[config.mk]
export PLATFORM = sky130hd
export DESIGN_NAME = io_input_bank
export DESIGN_NICKNAME = d
export VERILOG_FILES = /design/src/rtl/io_pkg.sv /design/src/rtl/io_input_chan.sv /design/src/rtl/io_input_bank.sv
export SDC_FILE = /design/constraint.sdc
export NUM_CORES = 1
export LEC_CHECK = 0
export CAP_MARGIN = 15
export CORE_UTILIZATION = 44
export CTS_CLUSTER_SIZE = 14
export DETAILED_ROUTE_END_ITERATION = 10
export GPL_ROUTABILITY_DRIVEN = 0
export PLACE_DENSITY = 0.75
export SLEW_MARGIN = 20
export SYNTH_ARGS = -nofsm -noshare
export SYNTH_HDL_FRONTEND = slang
export SYNTH_SLANG_ARGS = --single-unit
[constraint.sdc]
create_clock -name io_clk -period 2.7 [get_ports io_clk]
set_input_delay 0.675 -clock io_clk [delete_from_list [all_inputs] [get_ports io_clk]]
set_output_delay 0.675 -clock io_clk [all_outputs]
set_load 0.05 [all_outputs]
[src/rtl/io_pkg.sv]
// io_pkg: constants and helpers shared by the memory-mapped input bank.
// Holds the default base select, the register offsets past the data
// registers, and a constant-foldable clog2 used to size the debounce counters.
package io_pkg;

   // addr[7:2] of data register 0 in the default I/O map
   localparam logic [5:0] IO_BASE_SEL = 6'b110000;

   // STATUS sits directly after the last data register
   function automatic int status_ofs(input int num_ports);
      return num_ports;
   endfunction

   // IRQ_MASK sits directly after STATUS
   function automatic int mask_ofs(input int num_ports);
      return num_ports + 1;
   endfunction

   // Smallest r with 2**r >= value (0 for value <= 1)
   function automatic int clog2(input int value);
      int r;
      r = 0;
      for (int k = 0; k < 32; k++) begin
         if ((64'd1 << r) < 64'(value)) begin
            r = r + 1;
         end
      end
      return r;
   endfunction

endpackage

[src/rtl/io_input_chan.sv]
// io_input_chan: one input port of the bank.
// Two-flop synchroniser feeding a data register, plus change detection.
// chg_pulse_o is high for the cycle whose posedge loads a value that differs
// from the current data register, so the parent can set its sticky flag on
// that same edge.
// Optional debounce: define IO_INPUT_DEBOUNCE_EN. A per-port counter then
// requires the synchronised value to differ from the data register and stay
// stable for DEBOUNCE_CYC consecutive evaluations before it is accepted.
module io_input_chan
   import io_pkg::*;
#(
   parameter int PORT_W       = 8,
   parameter int DEBOUNCE_CYC = 16
)
(
   input  logic              clk_i,
   input  logic              rst_ni,
   input  logic [PORT_W-1:0] pin_i,
   output logic [PORT_W-1:0] data_o,
   output logic              chg_pulse_o
);

   logic [PORT_W-1:0] sync1_q;
   logic [PORT_W-1:0] sync2_q;
   logic [PORT_W-1:0] data_q;
   logic [PORT_W-1:0] data_d;
   logic              load;

   // Two-flop synchroniser for the asynchronous pin
   always_ff @(posedge clk_i or negedge rst_ni) begin
      if (!rst_ni) begin
         sync1_q <= '0;
         sync2_q <= '0;
      end else begin
         sync1_q <= pin_i;
         sync2_q <= sync1_q;
      end
   end

`ifdef IO_INPUT_DEBOUNCE_EN
   localparam int                CNT_W    = clog2(DEBOUNCE_CYC + 1);
   localparam logic [CNT_W-1:0]  CNT_LAST = CNT_W'(DEBOUNCE_CYC - 1);

   logic [CNT_W-1:0] cnt_q;
   logic [CNT_W-1:0] cnt_d;

   // Count stable cycles of a differing value. sync1 != sync2 means sync2
   // changes on this edge, so the run restarts; a value equal to the data
   // register also restarts it. The last count accepts the value.
   always_comb begin
      cnt_d = '0;
      load  = 1'b0;
      if ((sync2_q != data_q) && (sync1_q == sync2_q)) begin
         if (cnt_q == CNT_LAST) begin
            load = 1'b1;
         end else begin
            cnt_d = cnt_q + 1'b1;
         end
      end
   end

   // Debounce counter state
   always_ff @(posedge clk_i or negedge rst_ni) begin
      if (!rst_ni) begin
         cnt_q <= '0;
      end else begin
         cnt_q <= cnt_d;
      end
   end
`else
   // Without debounce the data register simply follows sync2 every cycle
   localparam int unused_debounce_cyc = DEBOUNCE_CYC;
   assign load = 1'b1;
`endif

   assign data_d      = load ? sync2_q : data_q;
   assign chg_pulse_o = load && (sync2_q != data_q);
   assign data_o      = data_q;

   // Data register
   always_ff @(posedge clk_i or negedge rst_ni) begin
      if (!rst_ni) begin
         data_q <= '0;
      end else begin
         data_q <= data_d;
      end
   end

endmodule

[src/rtl/io_input_bank.sv]
// io_input_bank: memory-mapped input block for the CPU I/O space.
// NUM_PORTS synchronised input ports, each readable as a data register,
// a read-to-clear STATUS register of sticky change flags, a read/write
// IRQ_MASK register and a level interrupt (flag & mask, OR-reduced).
// Registers are word selected by addr[7:2] starting at BASE_SEL.
// Optional debounce: define IO_INPUT_DEBOUNCE_EN (handled in io_input_chan).
module io_input_bank
   import io_pkg::*;
#(
   parameter int         NUM_PORTS    = 4,
   parameter int         PORT_W       = 8,
   parameter logic [5:0] BASE_SEL     = IO_BASE_SEL,
   parameter int         DEBOUNCE_CYC = 16
)
(
   input  logic                        io_clk,
   input  logic                        io_clrn,
   input  logic [31:0]                 addr,
   input  logic                        io_rd,
   input  logic                        io_wr,
   input  logic [31:0]                 io_wdata,
   input  logic [NUM_PORTS*PORT_W-1:0] in_port,
   output logic [31:0]                 io_read_data,
   output logic                        io_irq
);

   localparam logic [5:0] STATUS_SEL = 6'(int'(BASE_SEL) + status_ofs(NUM_PORTS));
   localparam logic [5:0] MASK_SEL   = 6'(int'(BASE_SEL) + mask_ofs(NUM_PORTS));

   logic [5:0]                       sel;
   logic [NUM_PORTS-1:0][PORT_W-1:0] port_data;
   logic [NUM_PORTS-1:0]             chg_pulse;
   logic [NUM_PORTS-1:0]             chg_flag_q;
   logic [NUM_PORTS-1:0]             chg_flag_d;
   logic [NUM_PORTS-1:0]             irq_mask_q;
   logic [NUM_PORTS-1:0]             irq_mask_d;
   logic [NUM_PORTS-1:0]             flag_clr;
   logic                             status_rd;
   logic                             mask_wr;
   logic                             unused_bus_bits;

   assign sel       = addr[7:2];
   assign status_rd = io_rd && (sel == STATUS_SEL);
   assign mask_wr   = io_wr && (sel == MASK_SEL);

   // Only addr[7:2] and the mask bits of the write data carry meaning here
   assign unused_bus_bits = ^{addr[31:8], addr[1:0], io_wdata[31:NUM_PORTS]};

   genvar gi;
   generate
      for (gi = 0; gi < NUM_PORTS; gi++) begin : g_chan
         io_input_chan #(
            .PORT_W       (PORT_W),
            .DEBOUNCE_CYC (DEBOUNCE_CYC)
         ) u_chan (
            .clk_i       (io_clk),
            .rst_ni      (io_clrn),
            .pin_i       (in_port[gi*PORT_W +: PORT_W]),
            .data_o      (port_data[gi]),
            .chg_pulse_o (chg_pulse[gi])
         );
      end
   endgenerate

   // Flag and mask next state: a STATUS read clears exactly the flags it
   // returned, and a coincident change pulse re-sets (set wins)
   always_comb begin
      flag_clr   = status_rd ? chg_flag_q : '0;
      chg_flag_d = (chg_flag_q & ~flag_clr) | chg_pulse;
      irq_mask_d = mask_wr ? io_wdata[NUM_PORTS-1:0] : irq_mask_q;
   end

   // Sticky change flags and interrupt mask
   always_ff @(posedge io_clk or negedge io_clrn) begin
      if (!io_clrn) begin
         chg_flag_q <= '0;
         irq_mask_q <= '0;
      end else begin
         chg_flag_q <= chg_flag_d;
         irq_mask_q <= irq_mask_d;
      end
   end

   // Fully decoded read mux, zero for unmapped selects
   always_comb begin
      io_read_data = '0;
      for (int i = 0; i < NUM_PORTS; i++) begin
         if (sel == 6'(int'(BASE_SEL) + i)) begin
            io_read_data = 32'(port_data[i]);
         end
      end
      if (sel == STATUS_SEL) begin
         io_read_data = 32'(chg_flag_q);
      end
      if (sel == MASK_SEL) begin
         io_read_data = 32'(irq_mask_q);
      end
   end

   assign io_irq = |(chg_flag_q & irq_mask_q);

endmodule
==> results of run 1 <==
-- cell usage in the layout (no fill, tap or decap), types with 2 or more instances in the layout --
master / n
dfrtp_1: 104
clkdlybuf4s50_1: 41
xnor2_1: 32
conb_1: 24
buf_4: 12
clkbuf_8: 10
nand4_1: 8
mux4_1: 5
a211o_1: 4
mux2_2: 4
and2_1: 3
mux4_2: 3
mux2i_1: 3
inv_1: 3
a22oi_1: 2
nand2_1: 2
clkinv_4: 2
dlymetal6s2s_1: 2
buf_12: 2
-- synth_stat cells (all sizes together) --
library cell	n	area share, %
dfrtp	104	72
or4	1	0.31
o22ai	1	0.17
nand4	8	1.4
buf	27	5.7
xnor2	32	7.7
o2bb2ai	2	0.48
conb	1	0.10
mux2	4	1.2
or2	2	0.34
a211o	4	0.96
nor2b	1	0.17
nor2	2	0.21
nand2b	1	0.38
nand2	2	0.21
inv	3	0.31
mux4	8	5.8
and2	3	0.52
mux2i	3	0.83
nand3b	1	0.55
a21o	1	0.21
a2111oi	1	0.24
nor3	1	0.28
a22oi	2	0.41
-- power by group --
part / internal [mW] / switching [mW] / leakage, nW
logic: 0.150 / 0.184 / 0.647
registers: 1.64 / 0.0486 / 1.21
clock network: 0.452 / 0.472 / 0.0956
total: 2.24 / 0.704 / 1.95
-- registers in the layout, indices dropped and copies added (netlist names) --
signal,cells
chg_flag_q,4
g_chan.u_chan.data_d,32
g_chan.u_chan.data_o,32
g_chan.u_chan.sync1_q,32
irq_mask_q,4
-- repair_timing --
action | 4_1_cts | 5_1_grt
gates resized for setup | 8 | 8
setup endpoints to repair | 8 | 7
hold buffers | 0 | 0
cloned | 1 | 0
-- cell type report --
cell class	instances	area [um^2]
Clock buffer	11	141.4
Clock inverter	4	55.05
Fill cell	647	3376
Inverter	3	11.26
Multi-Input combinational cell	104	910.9
Sequential cell	104	2603
Tap cell	102	127.6
Timing Repair Buffer	61	623.1
-- path summary, 6_finish.rpt --
kind | end | slack, ns | cells after the start
setup / recovery | io_read_data[0] | 0.05 | 5
hold reg to reg | g_chan[3].u_chan.data_d[7]$_DFF_PN0_ | 0.35 | 0
min in group asynchronous | g_chan[3].u_chan.sync1_q[0]$_DFF_PN0_ | 0.37 | 2
setup reg to reg | chg_flag_q[3]$_DFF_PN0_ | 1.61 | 3
hold / removal | g_chan[3].u_chan.data_d[7]$_DFF_PN0_ | 0.35 | 0
max in group asynchronous | g_chan[2].u_chan.sync1_q[1]$_DFF_PN0_ | 1.93 | 2
-- through the flow --
step                instance area, um^2  std cells  setup TNS [ns]  worst slack (ns)
CTS                                4454        389        -0.01020          -0.01020
detailed placement                 4233        373          -1.668           -0.2440
global route                       4472        389               0          0.007619
finish                             4472        389               0           0.05388
global placement                   4233        373          -1.669           -0.2457
floorplan                          3725        238               0           0.02045
-- routing by layer --
layer	vias up	part of all wire [%]
met5	-	0
met4	0	1.9
met3	9	5.3
met2	61	47
met1	851	46
li1	819	-
-- critical path, delay by kind of cell --
kind,cells,cell delay [ns]
AOI/OAI and AO/OA,1,0.17
buffers and inverters,2,0.62
and+or+nand+nor,2,0.50
-- logic make-up (layout without fill, tap and decap cells) --
group                  Yosys count  after routing  share of synthesized area (%)
flip-flops                     104            104                          71.53
AND/OR/NAND/NOR                 22             22                          4.333
other                            1             24                         0.1031
XOR/XNOR                        32             32                          7.703
buffers and inverters           30             79                          6.018
AO/OA/AOI/OAI                   11             11                          2.476
multiplexers                    15             15                          7.840
==> impl_metrics.tcl, run 1 <==
set metrics [dict create \
    wire_per_inst_um 13.83 \
    htreeDepth 3 \
    power_leakage_nw 1.949 \
    top_usage_layer "met2" \
    maxCapViolCount 0 \
    viasPerCell 4.473 \
    grt_max_degree 105 \
    nNetsFinal 383 \
    grt_first_pass_wirelength_mm 9.052 \
    grt-ovfl-total 0 \
    grt_pass1_vias 1811 \
    ys_types 26 \
    ys_seq_area_share_pct 71.53 \
    relSlewSlack_pct 65.40 \
    fp.dieArea_um2 8637 \
    cts.sinks 104 \
    critPathLaunchType "primary input" \
    slowest_delay_ns 0.41 \
    hold_viol_final 0 \
    gr-usage-met2_pct 20.89 \
    drive_above_1_share_pct 16.38 \
    worstSkewPairLatency_ns 0.34 \
    crit_arrival_ns 1.97 \
    clockBufferDepth 2 \
    max_freq_mhz 377.9 \
    syn_area_um2 3638 \
    yosys_warnings 0 \
    ios 133 \
    synth-seq-cells 104 \
    cts_tree "built" \
    drc 0 \
    setup_viol 0 \
    postCtsSetupBuffers 0 \
    clock_skew_ns 0.007029 \
    tightestPinTransition_ns 0.5190 \
    cp-end-kind "output pin" \
    area_growth_pct 22.90 \
    min_period_ns 2.646 \
    grt_util_met1_pct 19.92 \
    syn_avg_cell_area_um2 16.92 \
    drtIter0Drc 81 \
    cp.required_ns 2.03 \
    met3_usage_pct 2.956 \
    crit_slowest_cell "clkdlybuf4s50_1" \
    grtUsageTotal_pct 14.05 \
    core_area_um2 7848 \
    rsz0062_at_grt "no" \
    crit_start "addr[5]" \
    via_count 1740 \
    hp-class "reg -> reg" \
    holdCritStartpoint "g_chan[3].u_chan.sync1_q[7]$_DFF_PN0_" \
    num_rows 32 \
    drv_slew 0 \
    cp_max_fo 5 \
    max-vdd-ir-drop_v 0.0004229 \
    drt-total-wl_mm 5.380 \
    numCtsBuffers 9 \
    die_y_um 92.94 \
    root_buffer "clkbuf_8" \
    drtAntennaViolNets 0 \
    path_class "in -> out" \
    start_util_pct 46.36 \
    antenna_cells 0 \
    antenna_found_initial 0 \
    fin_util_pct 56.98 \
    timing.rr.start "g_chan[3].u_chan.data_o[7]$_DFF_PN0_" \
    p_per_area_nw_per_um2 658.4 \
    port_buffers 54 \
    timing.final.crit_share_pct 98.00 \
    status "finished, final reports clean" \
    die_w_um 92.94 \
    worstPathCellList "clkdlybuf4s50_1 -> nand3b_4 -> or2_2 -> o22ai_2 -> buf_4" \
    hpwl_mm 3.785 \
    finalPower_mw 2.944 \
    drt-pass1-iter-count 4 \
    path_clk_slew_ns 0.09 \
    timing.hold.ws_ns 0.3467 \
    synthCells 215 \
]
No activity file was read; power rests on OpenSTA's default activity.
==> inputs of run 2 (changes only) <==
SETUP_SLACK_MARGIN = 0.15   (was unset)
==> run 2 against run 1 <==
Wire length is 2.7% higher. Die area stayed put. Combinational power is 2% higher. Power is 0.37% higher. Cell count stayed put. Largest cell class unchanged.
==> impl_metrics.tcl, run 2 (synthesis gave the netlist of run 1 again) <==
set metrics [dict create \
    status "finished, final reports clean" \
    ios 133 \
    tightestPinTransition_ns 0.5107 \
    root_buffer "clkbuf_8" \
    rsz0062_at_grt "no" \
    relSlewSlack_pct 65.95 \
    drtAntennaViolNets 0 \
    hp-class "reg -> reg" \
    drc 0 \
    worstPathCellList "buf_4 -> buf_12 -> mux4_1 -> and2_1 -> buf_4" \
    post_dp_cell_area_um2 4233 \
    fp.dieArea_um2 8637 \
    power_leakage_nw 1.950 \
    grt_pass1_vias 1829 \
    clockBufferDepth 2 \
    antenna_cells 0 \
    drv_slew 0 \
    finalSetupTns_ns 0 \
    start_util_pct 46.36 \
    min_period_ns 2.511 \
    via_count 1738 \
    num_rows 32 \
    stdcell_area_um2 4526 \
    hpwl_mm 3.785 \
    max_freq_mhz 398.2 \
    port_buffers 54 \
    multi_input_area_um2 958.4 \
    hold_buffers 0 \
    crit_slowest_cell "mux4_1" \
    p_per_area_nw_per_um2 652.9 \
    clock_skew_ns 0.006256 \
    worstSkewPairLatency_ns 0.35 \
    grtUsageTotal_pct 14.25 \
    finalPower_mw 2.955 \
    cts_tree "built" \
    crit_top_cell "buf_4" \
    maxCapViolCount 0 \
    drtIter0Drc 78 \
    max-vdd-ir-drop_v 0.0004250 \
    grt-ovfl-total 0 \
    slowest_delay_ns 0.55 \
    layout_common_cells "dfrtp_1 (104), clkdlybuf4s50_1 (39), xnor2_1 (32), conb_1 (24), clkbuf_8 (10)" \
    path_clk_slew_ns 0.09 \
    grt_first_pass_wirelength_mm 9.156 \
    timing.hold.ws_ns 0.3491 \
    dp_slack_ns -0.2440 \
    fillers 651 \
    numCtsBuffers 9 \
    viasPerCell 4.468 \
    cp_max_fo 5 \
    grt_max_degree 105 \
    drt-pass1-iter-count 4 \
    setup_viol 0 \
    regArea_um2 2603 \
    path_buf_inv 3 \
    die_w_um 92.94 \
    drt-total-wl_mm 5.526 \
    cp_top_family "multiplexers" \
    setup_ws_ns 0.1886 \
    path_class "in -> out" \
    cts.sinks 104 \
    hold_viol_final 0 \
    htreeDepth 3 \
    area_growth_pct 24.38 \
    drive_above_1_share_pct 17.77 \
    wire_per_inst_um 14.21 \
    nNetsFinal 383 \
    timing.final.crit_share_pct 93.01 \
    antenna_found_initial 0 \
    die_y_um 92.94 \
    crit_arrival_ns 1.84 \
    cp.required_ns 2.03 \
    cp-end-kind "output pin" \
    core_area_um2 7848 \
    critPathLaunchType "primary input" \
    final_common_cell "dfrtp_1" \
]
-- run 2: cell types whose count changed in the layout (fill, tap and decap cells not counted), sizes merged --
cell / delta
buf: +1
bufbuf: -1
clkdlybuf4s50: -2
dlygate4sd2: +3
dlymetal6s2s: -1
-- run 2: routing by layer --
layer	global-route usage [%]	wire length [um]	vias to the layer above
met3	2.874	243	8
li1	-	-	816
met1	19.98	2488	858
met5	0	0	-
met2	21.57	2700	56
met4	6.538	94	0
-- run 2: final cells by class --
| cell class | instances | area share, % |
|---|---|---|
| Clock inverter | 4 | 1.216 |
| Tap cell | 102 | 2.820 |
| Multi-Input combinational cell | 104 | 21.18 |
| Timing Repair Buffer | 61 | 13.91 |
| Clock buffer | 11 | 3.124 |
| Sequential cell | 104 | 57.51 |
| Inverter | 3 | 0.2488 |
-- run 2: timing repair --
action / 4_1_cts / 5_1_grt
pin swaps: 2 / 3
buffers inserted: 0 / 0
gates resized for setup: 20 / 13
cloned: 1 / 0
setup endpoints to repair: 8 / 8
-- run 2: final timing paths --
path	from	endpoint	slack [ns]	cells after the start
max	addr[2]	io_read_data[6]	0.19	5
min	g_chan[3].u_chan.sync1_q[7]$_DFF_PN0_	g_chan[3].u_chan.data_d[7]$_DFF_PN0_	0.35	0
max reg2reg	g_chan[2].u_chan.data_o[2]$_DFF_PN0_	chg_flag_q[2]$_DFF_PN0_	1.60	3
min reg2reg	g_chan[3].u_chan.sync1_q[7]$_DFF_PN0_	g_chan[3].u_chan.data_d[7]$_DFF_PN0_	0.35	0
max in group asynchronous	io_clrn	g_chan[2].u_chan.sync1_q[1]$_DFF_PN0_	1.95	2
min in group asynchronous	io_clrn	g_chan[3].u_chan.sync1_q[0]$_DFF_PN0_	0.37	2
-- run 2: power breakdown --
group          total [mW]  switching, mW  internal, mW
Combinational       0.343          0.191         0.151
Clock               0.926          0.474         0.452
Sequential           1.69         0.0486          1.64
-- run 2: stage by stage --
step / utilization (%) / instances
detailed placement: 53.94 / 373
global placement: 53.94 / 373
floorplan: - / 238
CTS: 56.95 / 389
finish: 57.67 / 389
global route: 57.67 / 389
